`config.mk`:
```
export PLATFORM = sky130hd
export DESIGN_NAME = riscv_mult_iter
export DESIGN_NICKNAME = d
export VERILOG_FILES = /design/src/rtl/riscv_mult_pkg.sv /design/src/rtl/riscv_mult_slice.sv /design/src/rtl/riscv_mult_iter.sv
export SDC_FILE = /design/constraint.sdc
export NUM_CORES = 2
export LEC_CHECK = 0
export ABC_AREA = 1
export CAP_MARGIN = 10
export CORE_MARGIN = 2
export CORE_UTILIZATION = 45
export CTS_BUF_LIST = sky130_fd_sc_hd__clkbuf_8
export DETAILED_ROUTE_END_ITERATION = 12
export HOLD_SLACK_MARGIN = 0.03
export PLACE_DENSITY = 0.7
export SLEW_MARGIN = 5
export SYNTH_ARGS = -nofsm -noshare
export SYNTH_HDL_FRONTEND = slang
export SYNTH_SLANG_ARGS = --single-unit
```
`constraint.sdc`:
```
create_clock -name clk_i -period 10.6 [get_ports clk_i]
set_input_delay 1.59 -clock clk_i [delete_from_list [all_inputs] [get_ports clk_i]]
set_output_delay 1.59 -clock clk_i [all_outputs]
set_load 0.005 [all_outputs]
```
`src/rtl/riscv_mult_pkg.sv`:
```
// Shared types for the iterative RISC-V multiplier: operation encoding, FSM states
// and operand-signedness helpers.
package riscv_mult_pkg;

  typedef enum logic [1:0] {
    MULT_MUL    = 2'd0,
    MULT_MULH   = 2'd1,
    MULT_MULHSU = 2'd2,
    MULT_MULHU  = 2'd3
  } mult_op_t;

  typedef enum logic [1:0] {
    S_IDLE   = 2'd0,
    S_MULT   = 2'd1,
    S_SIGN   = 2'd2,
    S_RESULT = 2'd3
  } smult_state_t;

  function automatic logic op_a_signed(mult_op_t op);
    return op != MULT_MULHU;
  endfunction

  function automatic logic op_b_signed(mult_op_t op);
    return (op == MULT_MUL) || (op == MULT_MULH);
  endfunction

endpackage

```
`src/rtl/riscv_mult_slice.sv`:
```
// One partial product: |a| times a SLICE_W-bit slice of |b|, shifted into place
// inside the 2*XLEN accumulator frame.
module riscv_mult_slice #(
  parameter int XLEN    = 32,
  parameter int SLICE_W = 16,
  parameter int KW      = 1
) (
  input  logic [XLEN-1:0]   a_abs_i,
  input  logic [SLICE_W-1:0] slice_i,
  input  logic [KW-1:0]     k_i,
  output logic [2*XLEN-1:0] pp_o
);

  logic [XLEN+SLICE_W-1:0] prod;

  assign prod = a_abs_i * slice_i;
  assign pp_o = (2*XLEN)'(prod) << (k_i * SLICE_W);

endmodule

```
`src/rtl/riscv_mult_iter.sv`:
```
// Iterative RV32M/RV64M multiplier (MUL/MULH/MULHSU/MULHU), one slice of |b| per cycle.
// Optional early-out on an all-zero upper |b| is enabled by RISCV_MULT_EARLY_OUT_EN.
module riscv_mult_iter
  import riscv_mult_pkg::*;
#(
  parameter int XLEN    = 32,
  parameter int SLICE_W = 16
) (
  input  logic            clk_i,
  input  logic            rstn_i,
  input  logic            req_i,
  input  logic [1:0]      op_i,
  input  logic [XLEN-1:0] a_i,
  input  logic [XLEN-1:0] b_i,
  input  logic            kill_i,
  output logic            busy_o,
  output logic            rdy_o,
  output logic [XLEN-1:0] result_o
);

  localparam int NB = XLEN / SLICE_W;
  localparam int KW = (NB > 1) ? $clog2(NB) : 1;

  generate
    if (XLEN % SLICE_W != 0) begin : g_bad_slice
      $error("riscv_mult_iter: XLEN must be a multiple of SLICE_W");
    end
  endgenerate

  smult_state_t      state_q, state_d;
  mult_op_t          op_q, op_d;
  logic              neg_q, neg_d;
  logic [XLEN-1:0]   abs_a_q, abs_a_d;
  logic [XLEN-1:0]   abs_b_q, abs_b_d;
  logic [2*XLEN-1:0] acc_q, acc_d;
  logic [KW-1:0]     k_q, k_d;
  logic [XLEN-1:0]   result_q, result_d;
  logic              rdy_q, rdy_d;

  mult_op_t          op_in;
  logic              sign_a, sign_b;
  logic [XLEN-1:0]   abs_a_in, abs_b_in;
  logic [SLICE_W-1:0] cur_slice;
  logic [2*XLEN-1:0] pp;
  logic [2*XLEN-1:0] prod;
  logic              last_iter;

  // |x| fits in XLEN unsigned bits even for the most negative operand.
  assign op_in    = mult_op_t'(op_i);
  assign sign_a   = op_a_signed(op_in) & a_i[XLEN-1];
  assign sign_b   = op_b_signed(op_in) & b_i[XLEN-1];
  assign abs_a_in = sign_a ? (XLEN'(0) - a_i) : a_i;
  assign abs_b_in = sign_b ? (XLEN'(0) - b_i) : b_i;

  assign cur_slice = abs_b_q[k_q*SLICE_W +: SLICE_W];
  assign prod      = neg_q ? ((2*XLEN)'(0) - acc_q) : acc_q;

  riscv_mult_slice #(
    .XLEN    (XLEN),
    .SLICE_W (SLICE_W),
    .KW      (KW)
  ) u_slice (
    .a_abs_i (abs_a_q),
    .slice_i (cur_slice),
    .k_i     (k_q),
    .pp_o    (pp)
  );

`ifdef RISCV_MULT_EARLY_OUT_EN
  logic hi_zero;

  always_comb begin
    hi_zero = 1'b1;
    for (int j = 0; j < NB; j++) begin
      if ((j > int'(k_q)) && (abs_b_q[j*SLICE_W +: SLICE_W] != '0)) begin
        hi_zero = 1'b0;
      end
    end
    last_iter = (k_q == KW'(NB-1)) || hi_zero;
  end
`else
  assign last_iter = (k_q == KW'(NB-1));
`endif

  always_comb begin
    state_d  = state_q;
    op_d     = op_q;
    neg_d    = neg_q;
    abs_a_d  = abs_a_q;
    abs_b_d  = abs_b_q;
    acc_d    = acc_q;
    k_d      = k_q;
    result_d = result_q;

    case (state_q)
      S_IDLE: begin
        if (req_i) begin
          op_d = op_in;
          if ((a_i == '0) || (b_i == '0)) begin
            result_d = '0;
            state_d  = S_RESULT;
          end else begin
            abs_a_d = abs_a_in;
            abs_b_d = abs_b_in;
            neg_d   = sign_a ^ sign_b;
            acc_d   = '0;
            k_d     = '0;
            state_d = S_MULT;
          end
        end
      end
      S_MULT: begin
        acc_d = acc_q + pp;
        k_d   = k_q + 1'b1;
        if (last_iter) begin
          state_d = S_SIGN;
        end
      end
      S_SIGN: begin
        result_d = (op_q == MULT_MUL) ? prod[XLEN-1:0] : prod[2*XLEN-1:XLEN];
        state_d  = S_RESULT;
      end
      S_RESULT: begin
        state_d = S_IDLE;
      end
      default: begin
        state_d = S_IDLE;
      end
    endcase

    // A flush discards the operation without touching the visible result.
    if (kill_i && (state_q != S_IDLE)) begin
      state_d  = S_IDLE;
      result_d = result_q;
    end

    rdy_d = (state_d == S_RESULT);
  end

  always_ff @(posedge clk_i or negedge rstn_i) begin
    if (!rstn_i) begin
      state_q  <= S_IDLE;
      op_q     <= MULT_MUL;
      neg_q    <= 1'b0;
      abs_a_q  <= '0;
      abs_b_q  <= '0;
      acc_q    <= '0;
      k_q      <= '0;
      result_q <= '0;
      rdy_q    <= 1'b0;
    end else begin
      state_q  <= state_d;
      op_q     <= op_d;
      neg_q    <= neg_d;
      abs_a_q  <= abs_a_d;
      abs_b_q  <= abs_b_d;
      acc_q    <= acc_d;
      k_q      <= k_d;
      result_q <= result_d;
      rdy_q    <= rdy_d;
    end
  end

  assign busy_o   = (state_q != S_IDLE);
  assign rdy_o    = rdy_q;
  assign result_o = result_q;

endmodule
```
=== Word level (Yosys, flattened, before mapping) ===
Cells that the tools add are included.

* $add $sub $neg: 5
* Bitwise gates (word level): 5
* Multiplexer cells: 18
* Shift-type cells: 2
* Reduce and logical (&&, ||, !) cells: 15
* Equality and inequality tests: 9
* Multipliers: 1

{| class="wikitable"
|+ Operator list
! operator !! count
|-
| $mux 64 || 3
|-
| $mux 32 || 5
|-
| $pmux 64 s2 || 1
|-
| $add 64x64->64 || 1
|-
| $logic_not 32->1 || 2
|-
| $pmux 32 s2 || 1
|-
| $shl 48x5->64 || 1
|-
| $sub 1x32->32 const A || 2
|-
| $sub 1x64->64 const A || 1
|-
| $mul 32x16->48 || 1
|-
| $shiftx 32x6->16 || 1
|-
| $mux 2 || 4
|-
| $ne 2x2->1 const B || 4
|-
| $pmux 2 s4 || 1
|-
| $eq 2x2->1 const B || 3
|-
| $logic_not 2->1 || 3
|-
| $reduce_and 3->1 || 2
|-
| $reduce_bool 2->1 || 3
|-
| $eq 2x1->1 const B || 2
|-
| $reduce_and 4->1 || 1
|-
| $and 1x1->1 || 2
|-
| $logic_or 1x1->1 || 2
|-
| $mux 1 || 2
|-
| $not 1->1 || 2
|-
| 5 further kinds || 5
|}

* Input bits: 70
* Register bits: 167
* Word-level logic and storage cells: 64
* Output and inout port bits: 34

=== Depth between registers and ports, before layout ===
* Depth after elaboration: 7
* Gate-level depth with buffers: 48
* Depth with buffers taken out: 45

=== Hierarchy ===
From an unflattened synthesis, not the netlist that was laid out.

* Cells, all modules: 5515
* Area, all modules: 34583.2 um2

{| class="wikitable"
|+ By module, submodules not included
! module !! seq. area each (um2) !! area each (um2) !! times used !! cells an instance
|-
| riscv_mult_slice || 0.0 || 18408.9 || 1 || 2671
|-
| riscv_mult_iter || 4179.0 || 16174.3 || 1 || 2844
|}

=== Least setup slack after synthesis ===
No wires, ideal clock.

* Kind: flip-flop to flip-flop
* Start: reg k_q
* End: reg acc_q[46]
* Arrival: 7.683 ns
* Clock period less this slack: 7.801 ns
* Data required time: 10.482 ns
* Cell stages (with the launch flop): 41
* Setup slack: 2.799 ns
* Buffers on the path: 4
* Library setup time: 0.118 ns
* Path through: dfrtp_1 -> buf_2 -> clkbuf_1 -> buf_2 -> nand2_1 -> o21ai_1 -> clkbuf_1 -> nor2_1 -> fa_1 -> inv_1 -> fa_1 -> fa_1 -> fa_1 -> inv_1 -> fa_1 -> inv_1 -> fa_1 -> inv_1 -> (+5 left out) -> o21ai_0 -> nand2_1 -> nand2_1 -> a21oi_1 -> nand2_1 -> nand3_1 -> o21ai_0 -> ha_1 -> nand2_1 -> nor2_1 -> inv_1 -> nor2_1 -> inv_1 -> nor2_1 -> a21oi_1 -> or2_2 -> nand3_1 -> nand2_1

* Longest elaborated chain between the ends: 5

{| class="wikitable"
|+ Ends and longest elaborated chain
! what !! line !! RTL
|-
| start: declaration || riscv_mult_iter.sv:36 || <nowiki>logic [KW-1:0] k_q, k_d;</nowiki>
|-
| start signal: assignment || riscv_mult_iter.sv:158 || <nowiki>k_q <= k_d;</nowiki>
|-
| $shiftx 32x6->16 || riscv_mult_iter.sv:55 || <nowiki>assign cur_slice = abs_b_q[k_q*SLICE_W +: SLICE_W];</nowiki>
|-
| $mul 32x16->48 || riscv_mult_slice.sv:16 || <nowiki>assign prod = a_abs_i * slice_i;</nowiki>
|-
| $shl 48x5->64 * || riscv_mult_slice.sv:17 || <nowiki>assign pp_o = (2*XLEN)'(prod) << (k_i * SLICE_W);</nowiki>
|-
| $add 64x64->64 * || riscv_mult_iter.sv:113 || <nowiki>acc_d = acc_q + pp;</nowiki>
|-
| $pmux 64 s2 * || riscv_mult_iter.sv:95 || <nowiki>case (state_q)</nowiki>
|-
| end signal: assignment || riscv_mult_iter.sv:147 || <nowiki>acc_q <= '0;</nowiki>
|-
| end signal: assignment || riscv_mult_iter.sv:157 || <nowiki>acc_q <= acc_d;</nowiki>
|-
| end: declaration || riscv_mult_iter.sv:35 || <nowiki>logic [2*XLEN-1:0] acc_q, acc_d;</nowiki>
|}

Mark *: on every way between the ends. The rest lies on a longest branch, timed or not.
A chain may end at the register's enable or synchronous reset.

=== Worst setup path after layout ===
Same ends and word-level chain as after synthesis.

==> summary.md <==
| Metric | Value |
|---|---|
| Setup Skew | around 0.03 ns |
| Core Region | approximately 0.07 mm2 |
| Ports | around 100 |
| Drt pass-1 iters | 6 |
| Via count of the first global-routing pass | 30600 |
| RSZ-0062 raised after global routing | false |
| Clock Sink Count | between 150 and 200 |
| Initial core utilization | a little under half |
| Type of the tightest min-delay check | flip-flop to flip-flop |
| Vert. Die Dim | between 200 and 300 um |
| Data arrival, critical path | approximately 11 ns |
| Number of buffers inserted during clock tree synthesis | 17 |
| HPWL after detailed placement | approximately 93 mm |
| Post-synthesis sequential area ratio | between 10% and 20% |
| Cell count of the worst reg-to-reg path | 33 |
| Final worst-path cycle share | just under 100% |
| Number of hold-repair buffers added at the cts stage | 0 |
| Number of antenna violations at the first check in global routing | 3 |
| Number of failing setup endpoints in the final timing report | 0 |
| Die area | ~0.073 mm2 |
| Number of synthesis warnings | 0 |
| Number of nets at the end of the flow | between 5000 and 6000 |
| Clock slew at reported path FFs | 0.12 ns |
| Layout overhead on the synthesized area | 7.39% |
| Launch point of the worst reg-to-reg path | k_q |
| Number of nets produced by synthesis | 5290 |
| #FFs+latches synth | around 170 |
| Clock Tree Root | sky130_fd_sc_hd__clkbuf_8 |
| Relative slew slack | a little under a quarter |
| Most used flip-flop cell after synthesis | sky130_fd_sc_hd__dfrtp_1 |
| Worst min-delay path startpoint | abs_b_q[15] |
| Synthesized netlist cell count | 4609 |
| Post-cts gate resize count | 0 |
| Latest clock arrival within the worst-skew pair | roughly 0.60 ns |
| Pin count of the biggest net entering global routing | slightly below 80 |
| Total detailed-routing wirelength | approximately 110 mm |
| Netlist area before placement | 0.0317 mm2 |
| Worst hold path depth | 2 |
| Capturing point of the worst reg2reg path | acc_q[46] |
| Maximum clock frequency | slightly below 100 MHz |
| Final RePlAce weighted congestion | 1.05 |
| Worst setup margin | approximately 0.38 ns |
| Cell type of the slowest stage on the worst timing path | sky130_fd_sc_hd__o21ai_0 |
| Via count | 30800 |
| Async SR Flop Fraction | 100% |
| Die Width | approximately 270 um |
| Setup slack, reg-to-reg | 0.38 ns |
| Number of input and output port buffers inserted | 103 |
| Clock tree from TritonCTS | yes |
| EDFF count, synth | 0 |
| Endpoint required time on the critical path | roughly 11 ns |
| Drt initial violations | a little under 3000 |
| Post-detailed-route via-to-cell ratio | about 5.5 |
| Ratio of cells with drive above 1 in the final layout | between 2 and 3% |
| Number of placement rows | 97 |
| Min-Delay Endpoint | abs_b_q[15] |
| Combined global-route utilization of all metal layers | between 30% and 40% |
| Avg Inst Size Synth | between 6 and 7 um2 |
| MaxCap Viol Count | 0 |
| Post-Place Worst Slack | 0.646 ns |
| Post-Route Hold Slack | 0.491 ns |
| WL/cell | approximately 20 um |
| Count of pins over their slew limit | 0 |
| Number of distinct library cells after synthesis | 53 |
| Count of antenna-violating nets left after detailed routing | 0 |
| H-Tree Depth | 4 |
| Maximum count of clock buffers along a single path | 2 |
| Critical path launch point type | flip-flop |
| Number of endpoints with negative hold slack in the final report | 0 |
| Status | finished, final reports clean |
| Category of the worst setup path capture point | flip-flop |
| Number of DRC violations after detailed routing | 0 |
| Measured slew at the worst slew-check pin | about 1.1 ns |
| Wire length of the first global-routing pass | about 180 mm |
| Clock period minus final worst setup slack | 10.22 ns |
| Max FO, Critical Path | 24 |
| Total negative setup slack | 0 ns |
| Startpoint-to-endpoint class of the critical path | flip-flop to flip-flop |
| Total gr overflow | 0 |
| Top cell family by delay on the critical path | adder cells |
| CP peak stage delay | between 0.9 and 1 ns |
| Buffers inserted by post-CTS timing repair | 0 |
| WP buf/inv | 5 |
| Final Core Density | just under 50% |
cell usage in the layout (no fill, tap or decap), types with 19 or more instances in the layout:
master	count
sky130_fd_sc_hd__a21oi_1	205
sky130_fd_sc_hd__a31oi_1	19
sky130_fd_sc_hd__buf_4	38
sky130_fd_sc_hd__clkdlybuf4s50_1	102
sky130_fd_sc_hd__dfrtp_1	166
sky130_fd_sc_hd__fa_1	419
sky130_fd_sc_hd__ha_1	192
sky130_fd_sc_hd__inv_1	844
sky130_fd_sc_hd__nand2_1	1131
sky130_fd_sc_hd__nand3_1	173
sky130_fd_sc_hd__nand4_1	45
sky130_fd_sc_hd__nor2_1	605
sky130_fd_sc_hd__nor3_1	53
sky130_fd_sc_hd__o21ai_0	259
sky130_fd_sc_hd__o21ai_1	44
sky130_fd_sc_hd__o21bai_1	25
sky130_fd_sc_hd__xnor2_1	49
sky130_fd_sc_hd__xor2_1	62
worst max-delay path by stage:
stage / from / end / slack [ns] / depth (start not counted)
6_report: k_q / acc_q[46] / 0.38 / 33
2_1_floorplan: k_q / acc_q[46] / 2.80 / 40
3_3_place_gp: k_q / acc_q[46] / 0.62 / 33
3_5_place_dp: k_q / acc_q[46] / 0.65 / 33
4_1_cts: k_q / acc_q[46] / 0.57 / 33
5_1_grt: k_q / acc_q[46] / 0.07 / 33
metal layers:
metal | global-route usage, % | routed length (um) | vias up | part of all wire [%]
met5 | 0 | 12 | - | 0.011
met4 | 14.7 | 5950 | 2 | 5.2
met3 | 4.81 | 9220 | 290 | 8.1
met2 | 50.7 | 51600 | 1463 | 45
met1 | 42.2 | 47100 | 14800 | 41
li1 | - | - | 14200 | -
synth_stat cells, types with 4 or more instances:
cell / instances / share of area (%)
sky130_fd_sc_hd__o211ai_1: 12 / 0.28
sky130_fd_sc_hd__xnor2_1: 49 / 1.4
sky130_fd_sc_hd__inv_2: 4 / 0.047
sky130_fd_sc_hd__a21boi_0: 10 / 0.24
sky130_fd_sc_hd__nand3b_1: 11 / 0.26
sky130_fd_sc_hd__nand3_1: 173 / 2.7
sky130_fd_sc_hd__nand2_2: 12 / 0.24
sky130_fd_sc_hd__ha_1: 192 / 7.6
sky130_fd_sc_hd__nor3_1: 53 / 0.84
sky130_fd_sc_hd__o21bai_1: 25 / 0.59
sky130_fd_sc_hd__a21oi_1: 205 / 3.2
sky130_fd_sc_hd__nand4_1: 45 / 0.89
sky130_fd_sc_hd__clkbuf_1: 112 / 1.3
sky130_fd_sc_hd__o31ai_1: 5 / 0.12
sky130_fd_sc_hd__o21ai_2: 11 / 0.30
sky130_fd_sc_hd__inv_1: 844 / 10
sky130_fd_sc_hd__xor2_1: 62 / 1.7
sky130_fd_sc_hd__fa_1: 419 / 26
sky130_fd_sc_hd__dfrtp_1: 167 / 13
sky130_fd_sc_hd__o21ai_1: 49 / 0.77
sky130_fd_sc_hd__or2_2: 17 / 0.34
sky130_fd_sc_hd__or2_1: 8 / 0.16
sky130_fd_sc_hd__a21o_1: 15 / 0.35
sky130_fd_sc_hd__a31oi_1: 19 / 0.37
sky130_fd_sc_hd__nor2_1: 608 / 7.2
sky130_fd_sc_hd__buf_2: 6 / 0.095
sky130_fd_sc_hd__o21ai_0: 259 / 4.1
sky130_fd_sc_hd__clkinv_1: 9 / 0.11
sky130_fd_sc_hd__o21a_1: 9 / 0.21
sky130_fd_sc_hd__buf_1: 9 / 0.11
sky130_fd_sc_hd__nor2_2: 6 / 0.12
sky130_fd_sc_hd__buf_6: 6 / 0.21
sky130_fd_sc_hd__buf_4: 4 / 0.095
sky130_fd_sc_hd__nand2_1: 1131 / 13
sky130_fd_sc_hd__nor4_1: 14 / 0.28
worst reg2reg max path: cells and delay by family, from the launching register on:
family | cells | cell delay [ns]
buf+inv | 5 | 1.32
fa+ha+maj | 8 | 3.67
compound gates | 10 | 3.16
flops | 1 | 0.59
simple gates | 10 | 1.38
final cells by class:
cell class	count	area, um2
Antenna cell	3	7.51
Clock inverter	15	158
Inverter	857	3220
Timing Repair Buffer	142	1340
Clock buffer	17	234
Multi-Input combinational cell	3446	23800
Fill cell	7256	35800
Sequential cell	167	4180
Tap cell	940	1180
registers in the layout, indices dropped and copies added, names as in the netlist:
signal    cells
k_q           1
neg_q         1
acc_q        64
result_o     32
abs_a_q      32
abs_b_q      32
state_q       2
rdy_o         1
op_q          2
cells by family after synthesis:
logic type,after synthesis,share of synthesized area [%]
AND/OR/NAND/NOR,2094,26.8
multiplexers,1,0.0315
flip-flops,167,13.2
buffers and inverters,996,12.1
adder cells (fa/ha/maj),611,34.0
XOR/XNOR,111,3.06
AO/OA/AOI/OAI,629,10.8
per-stage QoR:
step	cell area, um2	std cells
floorplan	31700	4609
global placement	33700	5552
detailed placement	33700	5552
CTS	34100	5584
global route	34100	5586
finish	34100	5587
Power is left out: the tool's default activity adds up to more than one toggle a clock period on the data nets, which glitch-free logic cannot reach.
